File: config.mk
export PLATFORM = sky130hd
export DESIGN_NAME = doodle_sprite_reader
export DESIGN_NICKNAME = d
export VERILOG_FILES = /design/src/rtl/doodle_pkg.sv /design/src/rtl/doodle_addr_gen.sv /design/src/rtl/doodle_sprite_reader.sv
export SDC_FILE = /design/constraint.sdc
export NUM_CORES = 1
export LEC_CHECK = 0
export BUFFER_PORTS_ARGS = -buffer_cell sky130_fd_sc_hd__buf_2
export CAP_MARGIN = 20
export CORE_ASPECT_RATIO = 0.7
export CORE_UTILIZATION = 57
export DETAILED_ROUTE_END_ITERATION = 10
export PLACE_DENSITY_LB_ADDON = 0.12
export SYNTH_ARGS = -nofsm -noshare
export SYNTH_HDL_FRONTEND = slang
export SYNTH_HIERARCHICAL = 1
export SYNTH_SLANG_ARGS = --single-unit
File: constraint.sdc
create_clock -name Clk -period 4.3 [get_ports Clk]
set_input_delay 0.215 -clock Clk [delete_from_list [all_inputs] [get_ports Clk]]
set_output_delay 0.215 -clock Clk [all_outputs]
set_load 0.05 [all_outputs]
File: src/rtl/doodle_pkg.sv
// doodle_pkg: shared constants and types for the doodle sprite read engine.
// The sprite image is 30x29 pixels of 24-bit RGB, stored row-major in an 870-word RAM.
package doodle_pkg;

    localparam int SPRITE_W     = 30;
    localparam int SPRITE_H     = 29;
    localparam int SPRITE_DEPTH = 870;

    typedef logic [23:0] rgb_t;
    typedef logic [9:0]  sprite_addr_t;

    // This colour is transparent: pixels of this colour are never reported as hits.
    localparam rgb_t KEY_COLOR = 24'hFF00FF;

endpackage

File: src/rtl/doodle_addr_gen.sv
// doodle_addr_gen: combinational sprite bounds test and RAM address generation.
// If DOODLE_MIRROR_EN is defined, the i_mirror port exists and flips the column
// index so that one stored image serves both facings.
module doodle_addr_gen
    import doodle_pkg::*;
#(
    parameter int P_SPRITE_W = doodle_pkg::SPRITE_W,
    parameter int P_SPRITE_H = doodle_pkg::SPRITE_H
) (
    input  logic [9:0]   i_draw_x,
    input  logic [9:0]   i_draw_y,
    input  logic [9:0]   i_pos_x,
    input  logic [9:0]   i_pos_y,
`ifdef DOODLE_MIRROR_EN
    input  logic         i_mirror,
`endif
    output logic         o_inside,
    output sprite_addr_t o_addr
);

    // The bounds are compared in 11 bits. A sprite placed near x=1023 therefore
    // extends past the edge and does not wrap back to column 0.
    logic [10:0] w_x_end;
    logic [10:0] w_y_end;
    logic [4:0]  w_col;
    logic [4:0]  w_row;
    logic [4:0]  w_col_eff;
    logic [9:0]  w_row_ext;
    logic [9:0]  w_addr_raw;

    // Bounds check, local row/col, and row*30+col computed as (row<<5)-(row<<1)+col
    always_comb begin
        w_x_end    = {1'b0, i_pos_x} + 11'(P_SPRITE_W);
        w_y_end    = {1'b0, i_pos_y} + 11'(P_SPRITE_H);
        o_inside   = ({1'b0, i_draw_x} >= {1'b0, i_pos_x}) && ({1'b0, i_draw_x} < w_x_end) &&
                     ({1'b0, i_draw_y} >= {1'b0, i_pos_y}) && ({1'b0, i_draw_y} < w_y_end);
        // Only the low 5 bits of the difference are needed, so subtract in 5 bits.
        w_col      = i_draw_x[4:0] - i_pos_x[4:0];
        w_row      = i_draw_y[4:0] - i_pos_y[4:0];
`ifdef DOODLE_MIRROR_EN
        w_col_eff  = i_mirror ? (5'(P_SPRITE_W - 1) - w_col) : w_col;
`else
        w_col_eff  = w_col;
`endif
        w_row_ext  = {5'b0, w_row};
        w_addr_raw = (w_row_ext << 5) - (w_row_ext << 1) + {5'b0, w_col_eff};
        o_addr     = o_inside ? w_addr_raw : '0;
    end

endmodule

File: src/rtl/doodle_sprite_reader.sv
// doodle_sprite_reader: three-stage read pipeline from the VGA draw coordinate
// to an aligned sprite colour and hit flag.
//   stage 1: bounds check and address register
//   stage 2: the RAM's own registered read (hit flag delayed to match)
//   stage 3: colour-key test and output register
// The sprite position and facing are latched only on frame_start, so the
// sprite cannot tear in the middle of a frame.
// If DOODLE_MIRROR_EN is defined, a facing register is built and a latched
// facing_left=1 mirrors the sprite horizontally.
module doodle_sprite_reader
    import doodle_pkg::*;
#(
    parameter int   SPRITE_W  = doodle_pkg::SPRITE_W,
    parameter int   SPRITE_H  = doodle_pkg::SPRITE_H,
    parameter rgb_t KEY_COLOR = doodle_pkg::KEY_COLOR
) (
    input  logic         Clk,
    input  logic         Reset,
    input  logic         frame_start,
    input  logic [9:0]   DrawX,
    input  logic [9:0]   DrawY,
    input  logic [9:0]   SpriteX,
    input  logic [9:0]   SpriteY,
    input  logic         facing_left,
    output sprite_addr_t read_address,
    input  rgb_t         ram_data,
    output logic         sprite_hit,
    output rgb_t         pixel_color
);

    logic [9:0]   r_pos_x;
    logic [9:0]   r_pos_y;
    sprite_addr_t r_read_address;
    logic         r_hit1;
    logic         r_hit2;
    logic         r_sprite_hit;
    rgb_t         r_pixel_color;

    logic         w_inside;
    sprite_addr_t w_addr;
    logic         w_opaque;

`ifdef DOODLE_MIRROR_EN
    logic r_facing;

    // Latch the facing once per frame, together with the position
    always_ff @(posedge Clk or posedge Reset) begin
        if (Reset) begin
            r_facing <= 1'b0;
        end else if (frame_start) begin
            r_facing <= facing_left;
        end
    end
`else
    logic w_unused_facing;
    assign w_unused_facing = facing_left;
`endif

    // Latch the sprite position once per frame. A coordinate presented in the
    // same cycle as frame_start still sees the old position.
    always_ff @(posedge Clk or posedge Reset) begin
        if (Reset) begin
            r_pos_x <= '0;
            r_pos_y <= '0;
        end else if (frame_start) begin
            r_pos_x <= SpriteX;
            r_pos_y <= SpriteY;
        end
    end

    doodle_addr_gen #(
        .P_SPRITE_W (SPRITE_W),
        .P_SPRITE_H (SPRITE_H)
    ) u_addr_gen (
        .i_draw_x (DrawX),
        .i_draw_y (DrawY),
        .i_pos_x  (r_pos_x),
        .i_pos_y  (r_pos_y),
`ifdef DOODLE_MIRROR_EN
        .i_mirror (r_facing),
`endif
        .o_inside (w_inside),
        .o_addr   (w_addr)
    );

    // Stages 1 and 2: register the address and carry the in-sprite flag
    // alongside the RAM's one-cycle read
    always_ff @(posedge Clk or posedge Reset) begin
        if (Reset) begin
            r_read_address <= '0;
            r_hit1         <= 1'b0;
            r_hit2         <= 1'b0;
        end else begin
            r_read_address <= w_addr;
            r_hit1         <= w_inside;
            r_hit2         <= r_hit1;
        end
    end

    assign w_opaque = r_hit2 && (ram_data != KEY_COLOR);

    // Stage 3: key out transparent pixels and register the colour
    always_ff @(posedge Clk or posedge Reset) begin
        if (Reset) begin
            r_sprite_hit  <= 1'b0;
            r_pixel_color <= '0;
        end else begin
            r_sprite_hit  <= w_opaque;
            r_pixel_color <= w_opaque ? ram_data : 24'h000000;
        end
    end

    assign read_address = r_read_address;
    assign sprite_hit   = r_sprite_hit;
    assign pixel_color  = r_pixel_color;

endmodule
== Yosys cells after proc, flatten, opt, wreduce, memory -nomap -nowiden ==
Index checks and enable logic that the tools add are counted.

* Flip-flop bits (word level): 57
* Latch bits: 0
* RAM bits: 0
* Memory bits (read-only): 0
* Bits of input ports: 68
* Logic and storage cells: 24
* Memories: 0

* Add/sub/neg operators: 6
* $mul: 0
* Divide/modulo/power cells: 0
* Magnitude comparators: 4
* Eq/ne operators: 1
* Shifts and indexed selects: 0
* Mux-type cells: 2
* Bitwise operators: 0
* Reductions and logical operators: 4

{| class="wikitable"
|+ Operators by type and width
! kind !! number
|-
| 24-bit two-way mux || 1
|-
| 24-bit inequality test (second input constant) || 1
|-
| 10-bit by 5-bit adder with 11-bit output (second input constant) || 2
|-
| 10-bit by 11-bit < comparator with 1-bit output || 2
|-
| 10-bit greater-or-equal comparator || 2
|-
| 10-bit by 5-bit adder with 10-bit output || 1
|-
| 10-bit two-way mux || 1
|-
| 10-bit by 6-bit subtractor with 10-bit output || 1
|-
| 5-bit subtractor || 2
|-
| 1-bit logical AND || 4
|}

== Depth between registers and ports, before layout ==
* Depth in word-level cells: 6
* Depth in mapped cells: 14

== Cells and area by module ==
Netlist, hierarchy kept.

{| class="wikitable"
|+ By module, submodules not included
! module !! times used !! cells each !! area each (um^2) !! seq. area each (um^2)
|-
| doodle_sprite_reader || 1 || 134 || 1,983.2 || 1,426.4
|-
| doodle_addr_gen || 1 || 207 || 1,597.8 || 0.0
|}

== Worst setup path before layout ==
OpenSTA, ideal clock, no wires.

* Kind: reg2reg
* Start: reg r_pos_y[0]
* End: reg r_read_address[8], in the netlist read_address[8]
* Setup time: 118 ps
* Data arrival time: 2,482 ps
* Data required time: 4,182 ps
* Setup slack: 1,700 ps
* Stages on the path, launching flop included: 12
* Clock period less this slack: 2,600 ps
* Path through: dfrtp_1 > ha_1 > inv_1 > fa_1 > a21o_1 > a21oi_1 > xor2_1 > ha_1 > and2_1 > a311oi_1 > xor2_1 > nor2_1

* Cells in the longest elaborated chain, start to end: 4

{| class="wikitable"
|+ Ends and longest elaborated chain
! what !! line !! text
|-
| from (decl) || doodle_sprite_reader.sv:32 || <nowiki>logic [9:0] r_pos_y;</nowiki>
|-
| from (signal assigned) || doodle_sprite_reader.sv:67 || <nowiki>r_pos_y <= SpriteY;</nowiki>
|-
| 5-bit subtractor (tied with other cells) || doodle_addr_gen.sv:39 || <nowiki>w_row = i_draw_y[4:0] - i_pos_y[4:0];</nowiki>
|-
| 10-bit by 6-bit subtractor with 10-bit output (tied with other cells) || doodle_addr_gen.sv:46 || <nowiki>w_addr_raw = (w_row_ext << 5) - (w_row_ext << 1) + {5'b0, w_col_eff};</nowiki>
|-
| 10-bit by 5-bit adder with 10-bit output or 1-bit logical AND (tied branches) || doodle_addr_gen.sv:46, doodle_addr_gen.sv:36 ||
|-
| 10-bit two-way mux * || doodle_addr_gen.sv:47 || <nowiki>o_addr = o_inside ? w_addr_raw : '0;</nowiki>
|-
| net w_addr[8] || doodle_sprite_reader.sv:40 || <nowiki>sprite_addr_t w_addr;</nowiki>
|-
| to (signal assigned) || doodle_sprite_reader.sv:94 || <nowiki>r_read_address <= w_addr;</nowiki>
|-
| to (decl) || doodle_sprite_reader.sv:33 || <nowiki>sprite_addr_t r_read_address;</nowiki>
|}

Mark *: on every way through the listed nets, which the timed path passes. The rest lies on a longest branch.
A chain may end at the register's enable or synchronous reset.

== Worst setup path in the final report ==
* Start: reg r_pos_x[3]
* End: reg r_read_address[5], in the netlist read_address[5]

* Cells in the longest elaborated chain, start to end: 6

{| class="wikitable"
|+ Ends and longest elaborated chain
! what !! line !! text
|-
| from (decl) || doodle_sprite_reader.sv:31 || <nowiki>logic [9:0] r_pos_x;</nowiki>
|-
| from (signal assigned) || doodle_sprite_reader.sv:66 || <nowiki>r_pos_x <= SpriteX;</nowiki>
|-
| 10-bit by 5-bit adder with 11-bit output || doodle_addr_gen.sv:33 || <nowiki>w_x_end = {1'b0, i_pos_x} + 11'(P_SPRITE_W);</nowiki>
|-
| 10-bit by 11-bit < comparator with 1-bit output || doodle_addr_gen.sv:35 || <nowiki>o_inside = ({1'b0, i_draw_x} >= {1'b0, i_pos_x}) && ({1'b0, i_draw_x} < w_x_end) &&</nowiki>
|-
| 1-bit logical AND (2 in a row) || doodle_addr_gen.sv:35 ||
|-
| 1-bit logical AND || doodle_addr_gen.sv:36 || <nowiki>({1'b0, i_draw_y} >= {1'b0, i_pos_y}) && ({1'b0, i_draw_y} < w_y_end);</nowiki>
|-
| 10-bit two-way mux * || doodle_addr_gen.sv:47 ||
|-
| net w_addr[5] || doodle_sprite_reader.sv:40 ||
|}

Marks and branches as above.

==> results.ini <==
[cells_and_area]
mostFrequentLayoutCells = 101 x buf_2, 57 x dfrtp_1, 47 x ha_1
nNetsFinal = 563
area_growth_pct = 20.93
antenna_cells = 0
fill_cells = 452
layout_commonest_cell = buf_2
fin_area_um2 = 4330
drive_above_1_share_pct = 32.37

[drt]
remaining_drc_errors = 0
wl_met2_um = 3509
vias_per_cell = 5.479
wirelength_um = 7680
drt_iter0_markers = 93
wl_met3_um = 344
wl_met1_um = 3709
route.detailed.wl_per_inst_um = 14.60
firstDrtPassIters = 5
highest_layer = met4
via_count = 2882
ant_nets = 0

[global_route]
grt.total_usage_pct = 24.18
grt-ovfl-total = 0
antenna_found_initial = 0
grt_max_degree = 58
grt_pass1_wl_um = 12280
grt_pass1_vias = 2681

[timing]
period_share_pct = 80.59
relSlewSlack_pct = 40.54
hold_slack_ns = 0.05997
fin_skew_ns = 0.008654
worst_slew_pin_slew_ns = 0.8852
hold_viol = 0
rsz0062_at_grt = false
slew_viol_final = 0
max_freq_ghz = 0.2886
min_period_ns = 3.465
setup_tns_ns = 0
finalSetupViolCount = 0

[floorplan]
die_w_um = 96.74
coreArea_um2 = 5899
initial_core_util_pct = 60.70
die_h_um = 68.32
io_pins = 103
fp.dieArea_um2 = 6608
num_rows = 23

[clocking]
cts.sinks = 57
clk_latency_ns = 0.35
cts_tree = yes
numCtsBuffers = 9
ctsHoldBuffers = 0
post-cts-setup-buffers = 0
htree_levels = 3
clk_pin_slew_ns = 0.07
clk_path_buf_depth = 2
root_buffer = clkbuf_8
ctsResizeCount = 0

[synthesis]
yosysUniqueCellTypes = 49
synth_area_leader_cell = dfrtp_1
syn-cell-area_um2 = 3581
synthFlopType = dfrtp_1
ys_seq_area_share_pct = 39.83
synth_warnings = 6
syn_avg_cell_area_um2 = 10.50
synth-seq-cells = 57
synth_edf_count = 0
ys_top_cells_by_area = dfrtp_1 40%, ha_1 16%, mux2_2 6.3%
synth_nets = 458
syn_inst = 341
synth_top_area_share_pct = 39.83
ys_async_sr_fraction_pct = 100.0

[pwr]
leakage_nw = 2.311
peakVddDrop_uv = 226.5
power.density_nw_per_um2 = 402.7

[place]
dp_hpwl_um = 5955
placedInstanceArea_um2 = 4135
place.gp.congestion = 0.8492
numPortBuffers = 101

[worst_setup_path]
rrSetupSlack_ns = 0.83
critPathRequiredTime_ns = 4.55
worst-setup-path-type = reg2reg
cp_max_fo = 11
cp-end-kind = register
start_kind = register
arrival_ns = 3.71

[run_status]
outcome = complete, no violations

[flow_run]
drv_cap = 0

[hold_path]
holdCritPathClass = in2async

sequential cells by signal, indices dropped and copies added (netlist names):
| register | count |
|---|---|
| pixel_color | 24 |
| r_hit1 | 1 |
| r_hit2 | 1 |
| r_pos_x | 10 |
| r_pos_y | 10 |
| read_address | 10 |
| sprite_hit | 1 |
per-layer routing:
metal / vias to the layer above / GRT usage, %
met2: 96 / 37.50
met1: 1358 / 32.63
met4: 0 / 8.769
met5: - / 0
li1: 1415 / -
met3: 13 / 6.946
layout make-up:
type                       instances  area, um2  share of cell area (%)
multi-input combinational        244       1982                   45.77
tap                               75      93.84                   2.167
inverter                          32      120.1                   2.774
timing repair buffer             102      513.0                   11.85
sequential                        57       1426                   32.94
clock buffer                       9      123.9                   2.860
clock inverter                     7      71.32                   1.647
power breakdown:
group | switching [mW] | internal, mW | total, mW
clock network | 0.228 | 0.266 | 0.493
registers | 0.0325 | 0.582 | 0.614
logic | 0.380 | 0.256 | 0.636
worst max-delay path, cell delays in order (launching register included):
cell	delay, ns
dfrtp_1	0.42
nor4_1	0.67
nor4_1	0.14
xnor2_1	0.16
ha_1	0.30
a21oi_1	0.19
nor2b_1	0.08
a2111oi_0	0.42
a211o_1	0.22
nand4_1	0.44
nor3b_2	0.32
Yosys cell counts (3+ instances only):
| master | number |
|---|---|
| a21oi_1 | 27 |
| buf_2 | 3 |
| ha_1 | 47 |
| nor2_1 | 16 |
| dfrtp_1 | 57 |
| mux2_2 | 20 |
| xnor2_1 | 20 |
| inv_1 | 31 |
| o21ai_0 | 5 |
| a31oi_1 | 3 |
| o211ai_1 | 3 |
| nand2_1 | 24 |
| nand3_1 | 4 |
| a21o_1 | 7 |
| a211oi_1 | 4 |
| nand4_1 | 6 |
| nor2b_1 | 3 |
| nor3_1 | 7 |
| and2_1 | 10 |
| a311oi_1 | 3 |
| xor2_1 | 5 |
stage by stage:
stage                     instances  utilization [%]  setup WS [ns]  total power [mW]
after detailed placement        510            70.10         0.9936             1.252
after global routing            526            73.40         0.6827             1.856
after global placement          510            70.10          1.144             1.232
after floorplan                 341                -          1.700             1.102
after CTS                       526            73.40         0.9334             1.754
final                           526            73.40         0.8345             1.744
logic make-up (layout without fill, tap and decap cells):
kind of cell / Yosys count / count (layout) / share of synthesized area [%]
AO/OA/AOI/OAI: 63 / 63 / 11.43
XOR/XNOR: 25 / 25 / 6.115
adder cells (fa/ha/maj): 49 / 49 / 17.54
buffers and inverters: 40 / 150 / 4.822
flip-flops: 57 / 57 / 39.83
multiplexers: 20 / 20 / 6.289
AND/OR/NAND/NOR: 87 / 87 / 13.98
final timing paths:
kind | startpoint | to | cells past startpoint
max | r_pos_x[3] | read_address[5] | 10
min | Reset | r_pos_y[9] | 3
max reg2reg | r_pos_x[3] | read_address[5] | 10
min reg2reg | r_hit1 | r_hit2 | 0
max in group asynchronous | Reset | pixel_color[15] | 3
min in group Clk | ram_data[12] | pixel_color[12] | 2
Power figures use the tool's default switching activity.
